File: src/rtl/top_consts_types_package.sv
// Shared instruction field ranges, opcodes and cfg bundle types.
// REFI1/REFI2 layouts are fixed here so decoder and sequencer agree.
package top_consts_types_package;

  localparam int INSTR_CODE_HI = 26;
  localparam int INSTR_CODE_LO = 23;

  localparam int NR_OF_REG_FILE_PORTS_HI = 22;
  localparam int NR_OF_REG_FILE_PORTS_LO = 21;

  localparam int REFI1_START_HI = 20;
  localparam int REFI1_START_LO = 15;
  localparam int REFI1_NR_HI    = 14;
  localparam int REFI1_NR_LO    = 9;
  localparam int REFI1_INIT_HI  = 8;
  localparam int REFI1_INIT_LO  = 3;
  localparam int REFI1_EXT_BIT  = 2;

  localparam int REFI2_STEP_HI  = 22;
  localparam int REFI2_STEP_LO  = 17;
  localparam int REFI2_SIGN_BIT = 16;
  localparam int REFI2_MID_HI   = 15;
  localparam int REFI2_MID_LO   = 10;
  localparam int REFI2_REPT_HI  = 9;
  localparam int REFI2_REPT_LO  = 4;
  localparam int REFI2_RSTEP_HI = 3;
  localparam int REFI2_RSTEP_LO = 0;

  localparam logic [3:0] REFI1_CODE = 4'b0001;
  localparam logic [3:0] REFI2_CODE = 4'b0010;

  typedef enum logic [1:0] {
    ST_IDLE,
    ST_WAIT_EXT,
    ST_OUT
  } refi_state_e;

  typedef struct packed {
    logic [1:0] port;
    logic [5:0] start;
    logic [5:0] nr_addrs;
    logic [5:0] init_delay;
    logic [5:0] step;
    logic       step_sign;
    logic [5:0] mid_delay;
    logic [5:0] num_rept;
    logic [3:0] rep_step;
    logic [5:0] end_addr;
    logic       range_err;
  } refi_cfg_t;

endpackage

File: src/rtl/refi_end_addr_calc.sv
// Last-address computation: start +/- step*nr_addrs as a 13-bit signed
// value, wrapped to 6 bits, with an out-of-range flag.
module refi_end_addr_calc #(
  parameter int DEPTH = 64
) (
  input  logic [5:0] start,
  input  logic [5:0] nr_addrs,
  input  logic [5:0] step,
  input  logic       step_sign,
  output logic [5:0] end_addr,
  output logic       range_err
);

  logic [11:0] prod;
  logic [12:0] s;

  always_comb begin
    prod = {6'd0, step} * {6'd0, nr_addrs};
    if (step_sign) begin
      s = {7'd0, start} - {1'b0, prod};
    end else begin
      s = {7'd0, start} + {1'b0, prod};
    end
    end_addr  = s[5:0];
    // s[12] set means the signed result went negative
    range_err = s[12] | (s[11:0] > 12'(DEPTH - 1));
  end

endmodule

File: src/rtl/refi_decoder.sv
// Assembles REFI1 and optional REFI2 words into one register-file
// AGU configuration, held until the AGU accepts it.
module refi_decoder #(
  parameter int         INSTR_WIDTH         = 27,
  parameter int         REG_FILE_ADDR_WIDTH = 6,
  parameter int         REG_FILE_DEPTH      = 64,
  parameter logic [3:0] REFI1_CODE =
    top_consts_types_package::REFI1_CODE,
  parameter logic [3:0] REFI2_CODE =
    top_consts_types_package::REFI2_CODE
) (
  input  logic                           clk,
  input  logic                           rst,
  input  logic                           instr_valid,
  input  logic [INSTR_WIDTH-1:0]         instr,
  output logic                           instr_ready,
  output logic                           cfg_valid,
  input  logic                           cfg_ready,
  output logic [1:0]                     cfg_port,
  output logic [REG_FILE_ADDR_WIDTH-1:0] cfg_start,
  output logic [REG_FILE_ADDR_WIDTH-1:0] cfg_nr_addrs,
  output logic [5:0]                     cfg_init_delay,
  output logic [5:0]                     cfg_step,
  output logic                           cfg_step_sign,
  output logic [5:0]                     cfg_mid_delay,
  output logic [5:0]                     cfg_num_rept,
  output logic [3:0]                     cfg_rep_step,
  output logic [REG_FILE_ADDR_WIDTH-1:0] cfg_end,
  output logic                           cfg_range_err,
  output logic                           err
);

  import top_consts_types_package::*;

  refi_state_e state_q, state_d;
  refi_cfg_t   cfg_q, cfg_d, cfg_n;
  logic        err_q, err_d;
  logic        valid_q;
  logic        ready_q;
  logic        accept;
  logic        is_r1;
  logic        is_r2;
  logic [3:0]  code;
  logic [5:0]  end_addr;
  logic        range_err;

  assign code   = instr[INSTR_CODE_HI:INSTR_CODE_LO];
  assign accept = instr_valid & ready_q;
  assign is_r1  = (code == REFI1_CODE);
  assign is_r2  = (code == REFI2_CODE);

  always_comb begin
    state_d = state_q;
    cfg_d   = cfg_q;
    err_d   = 1'b0;
    unique case (state_q)
      ST_IDLE, ST_WAIT_EXT: begin
        if (accept) begin
          if (state_q == ST_WAIT_EXT && is_r2) begin
            cfg_d.step      = instr[REFI2_STEP_HI:REFI2_STEP_LO];
            cfg_d.step_sign = instr[REFI2_SIGN_BIT];
            cfg_d.mid_delay = instr[REFI2_MID_HI:REFI2_MID_LO];
            cfg_d.num_rept  = instr[REFI2_REPT_HI:REFI2_REPT_LO];
            cfg_d.rep_step  = instr[REFI2_RSTEP_HI:REFI2_RSTEP_LO];
            state_d         = ST_OUT;
          end else begin
            // a broken REFI1/REFI2 pair falls back to IDLE decoding
            err_d   = (state_q == ST_WAIT_EXT) | is_r2;
            state_d = ST_IDLE;
            if (is_r1) begin
              cfg_d.port =
                instr[NR_OF_REG_FILE_PORTS_HI:NR_OF_REG_FILE_PORTS_LO];
              cfg_d.start      = instr[REFI1_START_HI:REFI1_START_LO];
              cfg_d.nr_addrs   = instr[REFI1_NR_HI:REFI1_NR_LO];
              cfg_d.init_delay = instr[REFI1_INIT_HI:REFI1_INIT_LO];
              if (instr[REFI1_EXT_BIT]) begin
                state_d = ST_WAIT_EXT;
              end else begin
                cfg_d.step      = 6'd1;
                cfg_d.step_sign = 1'b0;
                cfg_d.mid_delay = 6'd0;
                cfg_d.num_rept  = 6'd0;
                cfg_d.rep_step  = 4'd0;
                state_d         = ST_OUT;
              end
            end
          end
        end
      end
      ST_OUT: begin
        if (cfg_ready) begin
          state_d = ST_IDLE;
        end
      end
      default: state_d = ST_IDLE;
    endcase
  end

  refi_end_addr_calc #(
    .DEPTH(REG_FILE_DEPTH)
  ) u_end_calc (
    .start    (cfg_d.start),
    .nr_addrs (cfg_d.nr_addrs),
    .step     (cfg_d.step),
    .step_sign(cfg_d.step_sign),
    .end_addr (end_addr),
    .range_err(range_err)
  );

  always_comb begin
    cfg_n           = cfg_d;
    cfg_n.end_addr  = end_addr;
    cfg_n.range_err = range_err;
  end

  always_ff @(posedge clk or posedge rst) begin
    if (rst) begin
      state_q <= ST_IDLE;
      cfg_q   <= '0;
      err_q   <= 1'b0;
      valid_q <= 1'b0;
      ready_q <= 1'b1;
    end else begin
      state_q <= state_d;
      cfg_q   <= cfg_n;
      err_q   <= err_d;
      valid_q <= (state_d == ST_OUT);
      ready_q <= (state_d != ST_OUT);
    end
  end

  assign instr_ready    = ready_q;
  assign cfg_valid      = valid_q;
  assign err            = err_q;
  assign cfg_port       = cfg_q.port;
  assign cfg_start      = cfg_q.start;
  assign cfg_nr_addrs   = cfg_q.nr_addrs;
  assign cfg_init_delay = cfg_q.init_delay;
  assign cfg_step       = cfg_q.step;
  assign cfg_step_sign  = cfg_q.step_sign;
  assign cfg_mid_delay  = cfg_q.mid_delay;
  assign cfg_num_rept   = cfg_q.num_rept;
  assign cfg_rep_step   = cfg_q.rep_step;
  assign cfg_end        = cfg_q.end_addr;
  assign cfg_range_err  = cfg_q.range_err;

endmodule

File: config.mk
export PLATFORM = sky130hd
export DESIGN_NAME = refi_decoder
export DESIGN_NICKNAME = d
export VERILOG_FILES = /design/src/rtl/top_consts_types_package.sv /design/src/rtl/refi_end_addr_calc.sv /design/src/rtl/refi_decoder.sv
export SDC_FILE = /design/constraint.sdc
export NUM_CORES = 1
export LEC_CHECK = 0
export ABC_AREA = 1
export CELL_PAD_IN_SITES_DETAIL_PLACEMENT = 2
export CELL_PAD_IN_SITES_GLOBAL_PLACEMENT = 2
export CORE_MARGIN = 1
export CORE_UTILIZATION = 34
export CTS_CLUSTER_DIAMETER = 60
export DETAILED_ROUTE_END_ITERATION = 10
export DONT_BUFFER_PORTS = 1
export HOLD_SLACK_MARGIN = 0.15
export PLACE_DENSITY = 0.82
export SYNTH_ARGS = -nofsm -noshare
export SYNTH_HDL_FRONTEND = slang
export SYNTH_SLANG_ARGS = --single-unit
File: constraint.sdc
create_clock -name clk -period 4.8 [get_ports clk]
set_input_delay 1.44 -clock clk [delete_from_list [all_inputs] [get_ports clk]]
set_output_delay 1.44 -clock clk [all_outputs]
set_load 0.02 [all_outputs]
# --- After elaboration in Yosys (flattened, before gate mapping) ---
# Index checks and enable logic that the tools add are counted.
classes:
  addsub: 2
  n_mul: 1
  muxes: 16
  eq_ne: 7
  n_shift: 0
  n_bitwise: 4
  reduce_logical: 6
  n_lt_le_gt_ge: 1
  div_mod_pow: 0
op_table:
  columns: ["cell", "n"]
  rows:
  - ["41-bit 2-to-1 mux", 3]
  - ["23-bit 2-to-1 mux", 2]
  - ["18-bit 2-to-1 mux", 1]
  - ["6-bit by 12-bit adder with 13-bit output", 1]
  - ["13-bit 2-to-1 mux", 1]
  - ["6-bit by 12-bit subtractor with 13-bit output", 1]
  - ["12-bit by 6-bit greater-than comparator with 1-bit output, second input constant", 1]
  - ["6-bit by 6-bit multiplier with 12-bit output", 1]
  - ["2-bit 2-to-1 mux", 5]
  - ["4-bit AND reduction", 2]
  - ["2-bit == test, second input constant", 2]
  - ["4-bit by 1-bit == test with 1-bit output, second input constant", 1]
  - ["4-bit by 2-bit == test with 1-bit output, second input constant", 1]
  - ["2-bit one-hot mux with 2 select lines", 1]
  - ["1-bit 2-to-1 mux", 3]
  - ["2-bit by 1-bit == test with 1-bit output, second input constant", 1]
  - ["2-bit zero test", 1]
  - ["2-bit by 1-bit inequality test with 1-bit output, second input constant", 1]
  - ["2-bit inequality test, second input constant", 1]
  - ["1-bit OR", 2]
  - ["2-bit nonzero test", 1]
  - ["2-bit OR reduction", 1]
  - ["1-bit bitwise AND", 1]
  - ["1-bit logical AND", 1]
  - ["1-bit NOT", 1]
totals:
  mem_count: 0
  in_bits: 31
  ff_bits: 55
  rom_bits: 0
  output_inout_bits: 53
  wordCells: 52
  ramBits: 0
  latchBits: 0

# --- Logic depth before layout (Yosys ltp) ---
logic_depth:
  depth_word: 10
  ltp_mapped: 35
  mapped_depth_nobuf: 34

# --- By module ---
# Synthesis repeated with hierarchy kept, for this count alone.
hier_totals:
  hier_cells: 577
  hier_area_um2: 4195.3
by_module_without_submodules:
  columns: ["mod", "cells_each", "n_inst", "area_each_um2", "seq_area_each_um2"]
  rows:
  - ["refi_decoder", 235, 1, 2205.9, 1377.6]
  - ["refi_end_addr_calc", 342, 1, 1989.4, 0.0]

# --- Worst setup path after synthesis ---
# Ideal clock, no wire load.
synth_path:
  kind: "input-to-reg"
  from: "in instr[25]"
  to: "reg cfg_q, in the netlist cfg_range_err"
  path_slack_ns: -1.499
  arrival_time_ns: 6.174
  path_buffers: 1
  setup_ns: 0.125
  path_stages: 29
  required_time_ns: 4.675
  cell_sequence: "inv_1 nand2_1 nor3_1 ha_1 nor3_2 nand2_1 clkbuf_1 o21ai_0 inv_1 nand2_1 fa_1 fa_1 fa_1 inv_1 ha_1 xor2_1 inv_1 xor2_1 inv_1 ha_1 inv_1 o21bai_1 inv_1 nor2_2 nand3_1 a21oi_1 nand3_1 nor2_1 nand3_1"
synth_rtl:
  columns: ["element", "line_no", "rtl"]
  rows:
  - ["from (decl)", "refi_decoder.sv:15", "input logic [INSTR_WIDTH-1:0] instr,"]
  - ["to (signal assigned)", "refi_decoder.sv:125", "cfg_q <= cfg_n;"]
  - ["to (decl)", "refi_decoder.sv:36", "refi_cfg_t cfg_q, cfg_d, cfg_n;"]

==> impl_metrics.ini <==
[status]
status = finished with violations
violations = setup timing

[cts]
cts_buffers = 5
cts.clk_slew.worst_paths_ns = 0.08
h-tree-depth = 2
hold_buffers = 0
cts.sinks = 55
clockBufferDepth = 2
clkLatencyLatePin_ns = 0.31
tritoncts = built
cts-root-buf = clkbuf_16

[yosys]
yosysUniqueCellTypes = 42
syn_area_um2 = 3890
yosys_warnings = 0
synth-seq-cells = 55
synth-seq-area-share_pct = 35.4
avgSynthCellArea_um2 = 8.27
synth_cells = 470
synth_nets = 547

[setup_path]
critPathCaptureType = flop
crit_arrival_ns = 6.88
path_common_cell = buf_4
timing.critical_path.buf_inv = 10
worstPathMaxFanout = 6
cpMaxStageDelayCell = fa_1
critical_path_required_ns = 4.96
path_class = in -> reg
critPathTopFamily = adder cells
start_kind = input pin
max_stage_delay_ns = 0.59

[global_route]
grt_pass1_vias = 4844
grtUsageTotal_pct = 39.7
grt_max_degree = 35
grt_first_pass_wirelength_um = 32900
antenna_found_initial = 1
overflow = 0

[sta]
layout_min_cycle_time_ns = 6.72
slew_headroom_pct = 47.1
setup_viol = 4
post-route-period-util_pct = 140
rsz0062_at_grt = yes
fmax_ghz = 0.149
setup_ws_ns = -1.92
tightest_slew_ns = 0.785
hold_viol = 0
maxSlewViolCount = 0
tns_ns = -4.02
worst_clock_skew_ns = 0.0154

[drt]
drt_iter0_markers = 427
wirelength_um = 26300
drt-vias-per-instance = 5.92
wl_per_cell_um = 36.1
vias = 4319
drtPass1Iterations = 5
final_antenna_net_count = 0
drcViolationCount = 0

[finish]
fill_cells = 1083
area.growth.synth_to_final_pct = 52.4
drive_above_1_share_pct = 45.7
postLayoutCellArea_um2 = 5920
fin_util_pct = 53.9
fin_nets = 664

[floorplan]
die_w_um = 109
die_h_um = 109
coreArea_um2 = 11000
ios = 84
die_area_um2 = 11900
rows = 38
initial_utilization_pct = 35.4

[placed_design]
hpwl_um = 12400
place.gp.congestion = 0.840
place_area_um2 = 4820
place_ws_ns = -1.85
placement.io_buffers = 0

[run]
maxCapViolCount = 0

[worst_hold_path]
min_path_type = reg -> reg
cell usage after synthesis (all sizes together):
master | count | area [um2]
a21o | 1 | 7.51
clkinv | 1 | 5.00
nand4 | 4 | 25.0
nand3b | 1 | 7.51
dfstp | 1 | 26.3
nor3b | 2 | 15.0
a31oi | 2 | 12.5
fa | 18 | 360
o22ai | 5 | 31.3
o21ai | 30 | 154
clkbuf | 5 | 18.8
nor2b | 1 | 6.26
a21oi | 13 | 68.8
o311ai | 1 | 8.76
buf | 9 | 70.1
nor3 | 3 | 20.0
ha | 28 | 350
xnor2 | 3 | 33.8
inv | 99 | 374
o21bai | 2 | 15.0
xor2 | 12 | 113
mux2 | 1 | 11.3
dfrtp | 54 | 1350
nor2 | 36 | 148
a22o | 8 | 70.1
nand2 | 104 | 423
nand3 | 26 | 160
per-layer routing:
metal	GRT usage (%)	vias to the layer above	routed length, um
li1	-	1690	-
met1	44.8	2228	9950
met2	68.1	273	12400
met3	9.32	128	2120
met4	23.5	0	1800
met5	0	-	0
sequential cells by signal, indices dropped and copies added (netlist names):
register and count:
cfg_end 6, cfg_init_delay 6, cfg_mid_delay 6, cfg_nr_addrs 6
cfg_num_rept 6, cfg_port 2, cfg_range_err 1, cfg_rep_step 4
cfg_start 6, cfg_step 6, cfg_step_sign 1, cfg_valid 1
err 1, instr_ready 1, state_q 2
cell usage in the layout, fill, tap and decap left out, types with 5 or more instances in the layout:
master	count
inv_1	73
nand3_1	14
o21ai_0	23
nand3_2	8
buf_6	9
nor2_2	10
o21ai_4	6
dfrtp_1	54
nor2_1	20
inv_2	17
a22o_1	8
ha_4	12
nand2_2	20
clkbuf_16	5
ha_1	16
nand2_1	70
nand2_4	12
a21oi_2	6
inv_4	6
a21oi_1	7
fa_1	16
nor2_4	6
buf_4	111
through the flow:
stage          std cells  hold WS, ns
2_1_floorplan        470        0.519
3_3_place_gp         688        0.558
3_5_place_dp         688        0.591
4_1_cts              719        0.651
5_1_grt              728        0.712
6_report             729        0.696
area by class of cell:
type | count | area (um2) | share of cell area (%)
repair buffers | 124 | 1010 | 17.1
inverters | 100 | 434 | 7.33
clock buffers | 6 | 139 | 2.35
flip-flops and latches | 55 | 1380 | 23.3
clock inverters | 2 | 38.8 | 0.655
diodes | 1 | 2.50 | 0.0423
well taps | 140 | 175 | 2.96
multi-input cells | 301 | 2740 | 46.3
cell families (layout without fill, tap and decap cells):
group                    Yosys count  count (layout)  share of synthesized area, %
XOR/XNOR                          15              15                          3.77
buffers and inverters            114             232                          12.0
other                              0               1                             0
multiplexers                       1               1                         0.290
AO/OA/AOI/OAI                     62              62                          9.47
adder cells (fa/ha/maj)           46              46                          18.3
flip-flops                        55              55                          35.4
AND/OR/NAND/NOR                  177             177                          20.7
final timing paths:
kind                                               end                   startpoint  cells past startpoint  slack, ns
max                            cfg_range_err$_DFF_PP0_                    instr[25]                     29      -1.92
min reg2reg                cfg_rep_step[0]$_DFFE_PP0P_  cfg_rep_step[0]$_DFFE_PP0P_                      1       0.70
min                        cfg_rep_step[0]$_DFFE_PP0P_  cfg_rep_step[0]$_DFFE_PP0P_                      1       0.70
min in group asynchronous        cfg_step[3]$_DFF_PP0_                          rst                      1       1.05
max reg2reg                    cfg_range_err$_DFF_PP0_        instr_ready$_DFF_PP1_                     27      -1.25
max in group asynchronous  cfg_num_rept[0]$_DFFE_PP0P_                          rst                      2       2.79
timing repair:
item	in CTS	in global routing
resized for setup	76	62
pin swaps	37	48
gates cloned	1	0
endpoints found under the setup margin	4	5
buffers inserted	24	16
Power is left out: the tool's default activity adds up to more than one toggle a clock period on the data nets, which glitch-free logic cannot reach.
